## src/rtl/spram_bist_ctrl.sv

```systemverilog
// Single-port RAM write/read-back self-test controller.
// Owns an inferred single-port RAM. On start it fills DEPTH words with a
// pattern, reads them all back, compares each word and reports the result.
// Ports:
//   sys_clk, sys_rst_n        clock (rising edge), async active-low reset
//   start, mode, seed,        test request and pattern controls; the controls
//   inject_err                  are latched only when a start is accepted
//   busy, done, pass          status: busy for the whole test, done pulse, result
//   err_cnt, first_err_addr   mismatch count and address of the first mismatch
//   ram_rd_data               RAM read data, RD_LAT cycles after the address
module spram_bist_ctrl #(
  parameter int unsigned DATA_W = 8,
  parameter int unsigned ADDR_W = 5,
  parameter int unsigned DEPTH  = 32,
  parameter int unsigned RD_LAT = 1
) (
  input  logic              sys_clk,
  input  logic              sys_rst_n,
  input  logic              start,
  input  logic              mode,
  input  logic [DATA_W-1:0] seed,
  input  logic              inject_err,
  output logic              busy,
  output logic              done,
  output logic              pass,
  output logic [ADDR_W:0]   err_cnt,
  output logic [ADDR_W-1:0] first_err_addr,
  output logic [DATA_W-1:0] ram_rd_data
);

  localparam int unsigned CNT_W     = ADDR_W + 1;
  localparam int unsigned MEM_WORDS = 1 << ADDR_W;
  localparam logic [ADDR_W-1:0] LAST_ADDR  = ADDR_W'(DEPTH - 1);
  localparam logic [1:0]        LAST_DRAIN = 2'(RD_LAT - 1);
  localparam logic [CNT_W-1:0]  ERR_MAX    = CNT_W'(DEPTH);

  typedef enum logic [2:0] {S_IDLE, S_WRITE, S_READ, S_DRAIN, S_DONE} state_e;

  state_e              state_q, state_d;
  logic [ADDR_W-1:0]   addr_q, addr_d;
  logic [1:0]          drain_q, drain_d;
  logic                mode_q, mode_d;
  logic [DATA_W-1:0]   seed_q, seed_d;
  logic                inj_q, inj_d;
  logic                busy_q, busy_d;
  logic                done_q, done_d;
  logic                pass_q, pass_d;
  logic [CNT_W-1:0]    err_cnt_q, err_cnt_d;
  logic [ADDR_W-1:0]   first_err_q, first_err_d;
  logic [DATA_W-1:0]   rd1_q, rd1_d, rd2_q, rd2_d;
  logic [1:0]          vld_q, vld_d;
  logic [ADDR_W-1:0]   cmp_addr0_q, cmp_addr0_d, cmp_addr1_q, cmp_addr1_d;

  logic                wren_c;
  logic [DATA_W-1:0]   wdata_c;
  logic                cmp_vld_c;
  logic [ADDR_W-1:0]   cmp_addr_c;
  logic [DATA_W-1:0]   rd_data_c;
  logic                mismatch_c;

  logic [DATA_W-1:0]   mem [MEM_WORDS];

  // Expected word for an address: (addr + seed) mod 2**DATA_W, optionally inverted.
  function automatic logic [DATA_W-1:0] pattern(input logic [ADDR_W-1:0] a,
                                                input logic m,
                                                input logic [DATA_W-1:0] s);
    logic [DATA_W-1:0] v;
    v = DATA_W'(a) + s;
    return m ? ~v : v;
  endfunction

  // Next-state, datapath and output logic.
  always_comb begin
    state_d     = state_q;
    addr_d      = addr_q;
    drain_d     = drain_q;
    mode_d      = mode_q;
    seed_d      = seed_q;
    inj_d       = inj_q;
    pass_d      = pass_q;
    err_cnt_d   = err_cnt_q;
    first_err_d = first_err_q;

    rd1_d       = mem[addr_q];
    rd2_d       = rd1_q;
    vld_d       = {vld_q[0], (state_q == S_READ)};
    cmp_addr0_d = addr_q;
    cmp_addr1_d = cmp_addr0_q;

    wren_c  = (state_q == S_WRITE);
    wdata_c = pattern(addr_q, mode_q, seed_q) ^
              DATA_W'(inj_q && (32'(addr_q) == 32'd3));

    // Compare stage sits RD_LAT cycles behind the read address.
    cmp_vld_c  = (RD_LAT == 2) ? vld_q[1]    : vld_q[0];
    cmp_addr_c = (RD_LAT == 2) ? cmp_addr1_q : cmp_addr0_q;
    rd_data_c  = (RD_LAT == 2) ? rd2_q       : rd1_q;
    mismatch_c = cmp_vld_c && (rd_data_c != pattern(cmp_addr_c, mode_q, seed_q));

    if (mismatch_c) begin
      if (err_cnt_q == '0)      first_err_d = cmp_addr_c;
      if (err_cnt_q != ERR_MAX) err_cnt_d   = err_cnt_q + CNT_W'(1);
    end

    case (state_q)
      S_IDLE: begin
        addr_d = '0;
        if (start) begin
          mode_d      = mode;
          seed_d      = seed;
          inj_d       = inject_err;
          err_cnt_d   = '0;
          first_err_d = '0;
          pass_d      = 1'b0;
          state_d     = S_WRITE;
        end
      end
      S_WRITE: begin
        if (addr_q == LAST_ADDR) begin
          addr_d  = '0;
          state_d = S_READ;
        end else begin
          addr_d = addr_q + ADDR_W'(1);
        end
      end
      S_READ: begin
        if (addr_q == LAST_ADDR) begin
          addr_d  = '0;
          drain_d = '0;
          state_d = S_DRAIN;
        end else begin
          addr_d = addr_q + ADDR_W'(1);
        end
      end
      S_DRAIN: begin
        if (drain_q == LAST_DRAIN) begin
          // Last compare lands in this cycle, so judge on the updated count.
          pass_d  = (err_cnt_d == '0);
          state_d = S_DONE;
        end else begin
          drain_d = drain_q + 2'd1;
        end
      end
      S_DONE:  state_d = S_IDLE;
      default: state_d = S_IDLE;
    endcase

    busy_d = (state_d != S_IDLE);
    done_d = (state_d == S_DONE);
  end

  // State and output registers.
  always_ff @(posedge sys_clk or negedge sys_rst_n) begin
    if (!sys_rst_n) begin
      state_q     <= S_IDLE;
      addr_q      <= '0;
      drain_q     <= '0;
      mode_q      <= 1'b0;
      seed_q      <= '0;
      inj_q       <= 1'b0;
      busy_q      <= 1'b0;
      done_q      <= 1'b0;
      pass_q      <= 1'b0;
      err_cnt_q   <= '0;
      first_err_q <= '0;
      rd1_q       <= '0;
      rd2_q       <= '0;
      vld_q       <= '0;
      cmp_addr0_q <= '0;
      cmp_addr1_q <= '0;
    end else begin
      state_q     <= state_d;
      addr_q      <= addr_d;
      drain_q     <= drain_d;
      mode_q      <= mode_d;
      seed_q      <= seed_d;
      inj_q       <= inj_d;
      busy_q      <= busy_d;
      done_q      <= done_d;
      pass_q      <= pass_d;
      err_cnt_q   <= err_cnt_d;
      first_err_q <= first_err_d;
      rd1_q       <= rd1_d;
      rd2_q       <= rd2_d;
      vld_q       <= vld_d;
      cmp_addr0_q <= cmp_addr0_d;
      cmp_addr1_q <= cmp_addr1_d;
    end
  end

  // RAM array: contents survive reset.
  always_ff @(posedge sys_clk) begin
    if (wren_c) mem[addr_q] <= wdata_c;
  end

  assign busy           = busy_q;
  assign done           = done_q;
  assign pass           = pass_q;
  assign err_cnt        = err_cnt_q;
  assign first_err_addr = first_err_q;
  assign ram_rd_data    = rd_data_c;

endmodule
```

## config.mk

```make
export PLATFORM = sky130hd
export DESIGN_NAME = spram_bist_ctrl
export DESIGN_NICKNAME = d
export VERILOG_FILES = /design/src/rtl/spram_bist_ctrl.sv
export SDC_FILE = /design/constraint.sdc
export NUM_CORES = 1
export LEC_CHECK = 0
export ABC_AREA = 1
export CORE_ASPECT_RATIO = 1.2
export CORE_MARGIN = 1.5
export CORE_UTILIZATION = 52
export DETAILED_ROUTE_END_ITERATION = 10
export PLACE_DENSITY = 0.66
export SLEW_MARGIN = 10
export SYNTH_ARGS = -nofsm -noshare
export SYNTH_HDL_FRONTEND = slang
export SYNTH_SLANG_ARGS = --single-unit
```

## constraint.sdc

```tcl
create_clock -name sys_clk -period 3.18 [get_ports sys_clk]
set_clock_uncertainty 0.1 [all_clocks]
set_input_delay 0.954 -clock sys_clk [delete_from_list [all_inputs] [get_ports sys_clk]]
set_output_delay 0.954 -clock sys_clk [all_outputs]
set_load 0.005 [all_outputs]
```

After elaboration in Yosys (flattened, before gate mapping)
Memory sizes are Yosys's and may differ from the RTL's. A register that Yosys moved wholly into a read port is not among the register bits.
Cells that the tools add are included.
{ "op_classes": {"mux": 25, "reduce_logical": 15, "n_eq_ne": 12, "bitwise_logic": 3, "add_sub_neg": 5} }
{ "ops": {"columns": ["op", "count"], "rows": [
  ["$mux 5", 5],
  ["$mux 6", 4],
  ["$add 5x8->8", 2],
  ["$mux 8", 2],
  ["$not 8->8", 2],
  ["$logic_not 6->1", 2],
  ["$mux 3", 4],
  ["$pmux 3 s4", 1],
  ["$pmux 5 s2", 1],
  ["$ne 8x8->1", 1],
  ["$xor 8x1->8", 1],
  ["$add 6x1->6 const B", 1],
  ["$eq 3x2->1 const B", 2],
  ["$ne 2x2->1 const B", 3],
  ["$ne 6x6->1 const B", 1],
  ["$reduce_and 3->1", 2],
  ["$reduce_bool 2->1", 3],
  ["$add 5x1->5 const B", 1],
  ["$eq 5x2->1 const B", 1],
  ["$eq 5x5->1 const B", 1],
  ["$mux 1", 4],
  ["$mux 2", 2],
  ["$pmux 2 s2", 1],
  ["$eq 3x1->1 const B", 1],
  ["11 further kinds", 12]
]} }
{ "word_totals": {"mem_bits_rw": 256, "out_inout_bits": 22, "elab_cells": 74, "memories": 1, "register_bits": 40} }
{ "memory_table": {"columns": ["name", "depth", "width", "rd", "rd_ports_with_merged_regs", "wr", "line_no", "text"], "rows": [
  ["mem", 32, 8, 1, 1, 1, "61", "logic [DATA_W-1:0] mem [MEM_WORDS];"]
]} }

Logic depth before layout (Yosys ltp)
Gate-level depths: netlist of run 1.
{ "logic_depth": {"ltp_word": 9, "mapped_depth": 19, "depth_no_buf": 19} }

Worst setup path after synthesis of run 1
OpenSTA, ideal clock, no wires.
{ "synth_path": {"kind": "reg-to-reg", "from": "register addr_q[0]", "to": "memory mem[0][4], data pin", "t_arrival_ps": 2383, "path_buffers": 0, "path_stages_with_launch": 7, "slack_ps": 326, "required_ps": 2709, "setup_time_ps": 371, "cell_sequence": "dfrtp_1 -> ha_1 -> fa_1 -> a21oi_1 -> o21ai_0 -> xnor2_1 -> xor2_1"} }
{ "synth_between": {"elab_chain_len": 4} }
{ "synth_lines": {"columns": ["element", "line_no", "text"], "rows": [
  ["start: declaration", "40", "logic [ADDR_W-1:0] addr_q, addr_d;"],
  ["start signal: assignment", "173", "addr_q <= addr_d;"],
  ["$add 5x8->8 (*)", "68", "v = DATA_W'(a) + s;"],
  ["$not 8->8", "69", "return m ? ~v : v;"],
  ["$mux 8 (*)", "69", null],
  ["$xor 8x1->8 (*)", "91", "wdata_c = pattern(addr_q, mode_q, seed_q) ^"],
  ["via wdata_c[4]", "55", "logic [DATA_W-1:0] wdata_c;"],
  ["end: declaration", "61", null]
]} }
Mark *: on every way through the listed nets, which the timed path passes. The rest lies on a longest branch.

Final worst setup path of run 1
{ "layout_path": {"from": "register addr_q[0]", "to": "memory mem[23][4], data pin"} }
Same word-level chain as after synthesis.

==> results of run 1 <==
-- placed cells by master (no fill, tap or decap), types with 2 or more instances in the layout --
cell             Yosys  layout
fa_1                 2       2
a21oi_1             19      19
clkinv_1             2       7
nor2_2               2       2
clkbuf_1            44       2
nor3b_1              2       2
a22o_1               8       8
xor2_1              14       6
inv_2                2       2
nand2_1            138     138
a221oi_1            16      16
nor3_2               8       8
ha_1                18      18
xnor2_1              8       8
nor2_1             185     185
clkinv_4             0       3
xor2_2               0       7
inv_1               56      55
clkinv_2             0       5
nand3b_1             6       6
clkinvlp_4           0       4
dfrtp_1             48      46
bufinv_16            0       6
edfxtp_1           256     256
nand3_1             28      28
nand3_2              3       3
clkdlybuf4s50_1      0      33
clkbuf_16            0      29
nand2_2              3       3
o22ai_1             65      65
o21ai_0            145     145
buf_4                0      58
-- timing repair --
item                                    in CTS  in global routing
endpoints found under the setup margin      32                  0
endpoints found under the hold margin        0                  0
gates resized for setup                      1                  0
-- metrics by stage --
step | util, % | TNS [ns] | hold slack (ns) | area (sq um) | setup slack, ns
final | 61.9 | 0 | 0.263 | 14900 | 0.298
after global routing | 61.9 | 0 | 0.291 | 14900 | 0.154
after CTS | 61.9 | 0 | 0.274 | 14900 | 0.280
after detailed placement | 57.7 | -0.504 | 0.368 | 13900 | -0.0171
after global placement | 57.7 | 0 | 0.354 | 13900 | 0.111
after floorplan | - | 0 | 0.275 | 12800 | 0.326
-- synthesized netlist by cell type --
library cell  count  share of area (%)
nand3_1          28                1.1
nand4_1           1              0.049
clkinv_1          2              0.059
inv_1            56                1.6
o211ai_1          1              0.059
dfrtp_1          48                9.4
o22ai_1          65                3.2
nand2_1         138                4.0
clkbuf_1         44                1.3
nor3b_1           2               0.12
nor3_1            1              0.039
inv_2             2              0.059
nor3_2            8               0.62
xor2_1           14               0.96
fa_1              2               0.31
a21oi_1          19               0.74
buf_6             2               0.18
o21ai_0         145                5.7
buf_2             5               0.20
edfxtp_1        256                 60
xnor2_1           8               0.55
nand3_4           1               0.14
nand3b_1          6               0.35
nor2_2            2              0.098
or2_2             1              0.049
a221oi_1         16                1.1
ha_1             18                1.8
nand2_2           3               0.15
a22o_1            8               0.55
nand2_4           1              0.088
nor2_1          185                5.4
nand3_2           3               0.23
-- area by class of cell --
class,instances,area [sq um]
inverter,60,226
multi-input combinational,676,3570
clock buffer,31,733
tap,320,400
timing repair buffer,93,791
fill,1897,9150
sequential,304,8890
clock inverter,22,275
-- metal layers --
| layer | global-route usage [%] | wire length, um | part of all wire [%] | vias to the layer above |
|---|---|---|---|---|
| met5 | 0 | 0 | 0 | - |
| met2 | 41.0 | 14800 | 50 | 283 |
| met4 | 9.97 | 1240 | 4.2 | 0 |
| met1 | 30.4 | 11700 | 40 | 4117 |
| li1 | - | - | - | 4038 |
| met3 | 3.21 | 1870 | 6.3 | 72 |
-- path summary, 6_finish.rpt --
path,from,to,slack [ns],depth (start not counted)
max in group asynchronous,sys_rst_n,addr_q[0]$_DFFE_PN0P_,2.09,2
worst max-delay path,addr_q[0]$_DFFE_PN0P_,mem[23][4]$_DFFE_PP_,0.30,6
worst max register to register,addr_q[0]$_DFFE_PN0P_,mem[23][4]$_DFFE_PP_,0.30,6
min in group sys_clk,drain_q[0]$_DFFE_PN0P_,drain_q[0]$_DFFE_PN0P_,0.37,1
worst min register to register,drain_q[0]$_DFFE_PN0P_,drain_q[0]$_DFFE_PN0P_,0.37,1
worst min-delay path,sys_rst_n,err_cnt[4]$_DFF_PN0_,0.26,1
-- power groups by stage --
stage                     clock network [uW]  logic [uW]  registers, uW
after floorplan                            0     0.00176           4350
after global placement                     0        29.5           4350
after detailed placement                   0        29.7           4350
after CTS                               3660        30.1           4260
after global routing                    3810        32.2           4260
final                                   3590        28.8           4260
-- kinds of logic (layout without fill, tap and decap cells) --
kind of cell               Yosys count  after routing
adders and majority gates           20             20
AOI/OAI and AO/OA                  254            254
DFF                                304            304
xor gates and xnor gates            22             22
and+or+nand+nor                    380            380
buffers and inverters              111            206
-- flip-flops by register name, summed over array words and instances, names as in the netlist, 3 cells and up --
register        cells
addr_q              5
ram_rd_data         8
cmp_addr0_q         5
err_cnt             6
state_q             3
mem               256
first_err_addr      5
seed_q              8
==> metrics.cfg, run 1 <==
[routing]
antenna_left=0
vias_per_cell=5.65
route.detailed.drc=0
wl_per_cell_um=19.7
dr.pass1.iters=5
wl_um=29700
vias=8510
dr.first_iter.drc_count=697

[power_and_ir_drop]
switching_power_uw=1450
peakVddDrop_v=0.000399
swShare_pct=18.4
clkPwrFrac_pct=45.6
seq_power_share_pct=54.1
internal_power_uw=6440
p_total_uw=7890
p_leak_uw=0.00568
power_density_mw_per_mm2=529
combinationalPowerShare_pct=0.4

[layout]
final-instance-count-excl-fill=1506
synthToLayoutAreaGrowth_pct=16.1
antenna_cells=0
fin_nets=1197
drive_above_1_share_pct=11.6

[setup_path]
cp_cell_sequence=ha_1 -> fa_1 -> a21oi_1 -> o21ai_0 -> xnor2_1 -> xor2_4
critPathBufInv=0
crit_family=XOR/XNOR gates
critical_path_class=flip-flop to flip-flop
critPathLaunchType=flip-flop
crit_slowest_cell=xor2_4
end_kind=flip-flop
crit_arrival_ns=3.01
critPathMaxFanout=32
required_ns=3.31
cpPeakStageDelay_ns=0.65

[placed_design]
dp_cells=1453
post-dp-hpwl_um=18600
gp_congestion=0.829
io_buffers=34

[synthesis]
synth_cell_types=32
synth_top_family_by_area=simple AND/OR/NAND/NOR gates
synth_area_sq_mm=0.0128
synthesis.nets=1124
synth_compound_area_share_pct=11.3
synthXorXnorAreaFrac_pct=1.50
synth-simple-area-share_pct=12.5
synthMuxAreaShare_pct=0
synth_seq_area_share_pct=69.3
yosysWarnings=0
synth_fa_ha_area_share_pct=2.07
yosys_register_bits=304
synthesis.area_per_instance_sq_um=11.8
synthCells=1091

[global_routing]
grt_pass1_vias=8353
grt_pass1_wl_um=46700
antenna_found_initial=0
grt_max_degree=134
grt_util_all_layers_pct=23.8
grt_overflow_total=0

[clock_tree]
cts_buffers=29
cts_tree=done
clk_pin_slew_ns=0.07
clkLatencyLatePin_ns=0.54
cts_setup_buffers=0
cts_sinks=304
ctsHtreeMaxLevel=1
clockRootBuffer=clkbuf_16
cts-hold-fix-buffers=0
clk_path_buf_depth=3

[sta]
slew_viol_final=0
rsz0062_at_grt=false
fin_crit_sh_pct=90.6
min_period_ns=2.88
worst_pin_slew_ns=0.847
maxSlewHeadroom_pct=43.3
fmax_mhz=347
hold_viol=0
setup_viol=0

[min_path]
hold_class=input pin to async pin

[flow_run]
drv_cap=0

[die]
rows=62
initial_core_util_pct=53.4
coreArea_sq_mm=0.0240
die_area_sq_mm=0.0256
die_x_um=146
die_h_um=175
pin_count=35

[run_status]
status=finished clean

Power figures use the tool's default switching activity.
==> run 2: changes to the inputs <==
--- a/config.mk
+++ b/config.mk
@@ -9,8 +9,11 @@
 export CORE_ASPECT_RATIO = 1.2
 export CORE_MARGIN = 1.5
 export CORE_UTILIZATION = 52
+export CTS_CLUSTER_DIAMETER = 40
 export DETAILED_ROUTE_END_ITERATION = 10
 export PLACE_DENSITY = 0.66
+export SETUP_SLACK_MARGIN = 0.02
+export SKIP_CTS_REPAIR_TIMING = 1
 export SLEW_MARGIN = 10
 export SYNTH_ARGS = -nofsm -noshare
 export SYNTH_HDL_FRONTEND = slang
==> run 2 against run 1 <==
Compared with the run above:
- via count up 0.72%
- worst hold slack better by 0.042 ns
- sequential cell count unchanged
- final cell count up 0.66%
- critical path depth unchanged
- clock power up 7.5%
- utilization up 0.57 points
- largest cell class unchanged
- clock-buffer cell count up 15
- die area unchanged
- sequential share of layout area down 0.55 points
- first-iteration DRC count up 6.7%
- cell area up 0.92%
==> metrics.cfg, run 2 (synthesized netlist as in run 1, its figures left out) <==
[layout]
largest_reg_flops=256  ; unchanged
layout_commonest_cell=edfxtp_1
fin_nets=1204  ; +0.58%
drive_above_1_share_pct=12.3  ; +0.66 points
final_cell_mix=256 x edfxtp_1, 185 x nor2_1, 145 x o21ai_0, 138 x nand2_1, 65 x o22ai_1
antenna_cells=0  ; unchanged
synthToLayoutAreaGrowth_pct=17.2
final-instance-count-excl-fill=1516  ; +0.66%
top_register=mem
nFillCells=1870  ; -1.4%

[sta]
slew_viol_final=0  ; unchanged
fin_setup_tns_ns=0  ; unchanged
worst_pin_slew_ns=0.859  ; +0.0118 ns
min_period_ns=2.88  ; -0.00483 ns
setup_viol=0  ; unchanged
hold_viol=0  ; unchanged
fin_crit_sh_pct=90.5  ; -0.15 points
maxSlewHeadroom_pct=42.5  ; -0.79 points
fmax_mhz=348  ; +0.17%
rsz0062_at_grt=false

[die]
coreArea_sq_mm=0.0240  ; unchanged
die_h_um=175  ; unchanged
rows=62  ; unchanged
die_area_sq_mm=0.0256  ; unchanged
initial_core_util_pct=53.4  ; unchanged
pin_count=35  ; unchanged
die_x_um=146  ; unchanged

[setup_path]
crit_slowest_cell=xor2_4
critical_path_cell_count=6  ; unchanged
critPathMaxFanout=32  ; unchanged
critPathBufInv=0  ; unchanged
cpPeakStageDelay_ns=0.67  ; +0.02 ns
critPathLaunchType=flip-flop
critical_path_class=flip-flop to flip-flop
critical_path.startpoint=addr_q[0]$_DFFE_PN0P_
timing.rr.end=mem[23][4]$_DFFE_PP_
required_ns=3.28  ; -0.03 ns
crit_family=XOR/XNOR gates
crit_arrival_ns=2.97  ; -0.04 ns
rr_worst_depth=6  ; unchanged
cp_cell_sequence=ha_1 -> fa_1 -> a21oi_1 -> o21ai_0 -> xnor2_1 -> xor2_4
worstReg2RegStart=addr_q[0]$_DFFE_PN0P_
end_kind=flip-flop
rrSetupSlack_ns=0.30  ; about the same

[routing]
dr.first_iter.drc_count=744  ; +6.7%
wl_um=29800  ; +0.64%
route.detailed.drc=0  ; unchanged
vias=8571  ; +0.72%
vias_per_cell=5.65  ; about the same
antenna_left=0  ; unchanged
wl_per_cell_um=19.7  ; about the same
dr.pass1.iters=5  ; unchanged

[clock_tree]
cts_buffers=36  ; +24%
clk_pin_slew_ns=0.05  ; -0.02 ns
ctsHtreeMaxLevel=2  ; +1
clockRootBuffer=clkbuf_16
clk_path_buf_depth=3  ; unchanged
clkLatencyLatePin_ns=0.52  ; -0.02 ns
cts_sinks=304  ; unchanged
cts_tree=done

[global_routing]
grt_overflow_total=0  ; unchanged
grt_util_all_layers_pct=24.0  ; +0.18 points
grt_pass1_vias=8474  ; +1.4%
grt_max_degree=134  ; unchanged
antenna_found_initial=0  ; unchanged
grt_pass1_wl_um=46900  ; +0.56%

[power_and_ir_drop]
peakVddDrop_v=0.000392  ; -1.9%
p_leak_uw=0.00575  ; +1.2%
power_density_mw_per_mm2=543  ; +2.5%

[placed_design]
post-dp-hpwl_um=18600  ; unchanged
gp_congestion=0.829  ; unchanged
io_buffers=34  ; unchanged
dp_cells=1453  ; unchanged

[run_status]
status=finished clean

[flow_run]
drv_cap=0  ; unchanged

[min_path]
hold_class=input pin to async pin

## run 2: changes by cell type in the layout (fill, tap and decap cells not counted)
cell       previous run  this run
clkinv_8              0         1
clkbuf_1              2         5
inv_8                 0         1
clkbuf_8              0         2
bufinv_16             6         0
clkbuf_16            29        39
clkinv_1              7         5
inv_6                 0         1
## run 2: routing by layer
| layer | part of all wire (%) | vias to the layer above | track usage, % |
|---|---|---|---|
| met4 | 3.7 | 0 | 10.1 |
| met2 | 50 | 288 | 41.2 |
| met3 | 5.5 | 69 | 3.73 |
| met5 | 0 | - | 0 |
| li1 | - | 4056 | - |
| met1 | 40 | 4158 | 30.4 |
## run 2: cell type report
| type | instances | area, sq um | share of cell area (%) |
|---|---|---|---|
| flip-flops and latches | 304 | 8890 | 59.2 |
| multi-input cells | 676 | 3570 | 23.8 |
| clock buffers | 46 | 1020 | 6.80 |
| repair buffers | 93 | 791 | 5.26 |
| well taps | 320 | 400 | 2.66 |
| inverters | 60 | 226 | 1.51 |
| clock inverters | 17 | 124 | 0.824 |
## run 2: power breakdown
part | total, uW | internal (uW) | switching [uW]
registers | 4270 | 4270 | 0
logic | 28.8 | 13.7 | 15.1
clock network | 3860 | 2290 | 1570
total | 8160 | 6570 | 1580
## run 2: worst max path at each step
stage,to,slack (ns)
6_report,mem[23][4]$_DFFE_PP_,0.30
5_1_grt,mem[23][4]$_DFFE_PP_,0.21
4_1_cts,mem[19][4]$_DFFE_PP_,-0.04
3_5_place_dp,mem[15][4]$_DFFE_PP_,-0.02
3_3_place_gp,mem[25][4]$_DFFE_PP_,0.11
2_1_floorplan,mem[0][4]$_DFFE_PP_,0.33
## run 2: through the flow
step | cell area [sq um] | utilization [%] | total power (uW) | worst slack (ns) | hold WS, ns
after CTS | 15000 | 62.5 | 8220 | -0.0356 | 0.312
after floorplan | 12800 | - | 4350 | 0.326 | 0.275
after global routing | 15000 | 62.5 | 8370 | 0.211 | 0.334
after detailed placement | 13900 | 57.7 | 4380 | -0.0171 | 0.368
after global placement | 13900 | 57.7 | 4380 | 0.111 | 0.354
final | 15000 | 62.5 | 8160 | 0.303 | 0.305
## run 2: worst reg2reg max path, delay by kind of cell, from the launching register on
| kind | cells | cell delay, ns |
|---|---|---|
| AOI/OAI and AO/OA | 2 | 0.28 |
| xor gates and xnor gates | 2 | 1.04 |
| adders and majority gates | 2 | 0.65 |
| DFF | 1 | 0.48 |
==> run 3: changes to the inputs <==
--- a/config.mk
+++ b/config.mk
@@ -6,6 +6,7 @@
 export NUM_CORES = 1
 export LEC_CHECK = 0
 export ABC_AREA = 1
+export ABC_CLOCK_PERIOD_IN_PS = 3180
 export CORE_ASPECT_RATIO = 1.2
 export CORE_MARGIN = 1.5
 export CORE_UTILIZATION = 52
==> results of run 3 <==
The final DEF is identical to that of run 2; final timing and power are the same.
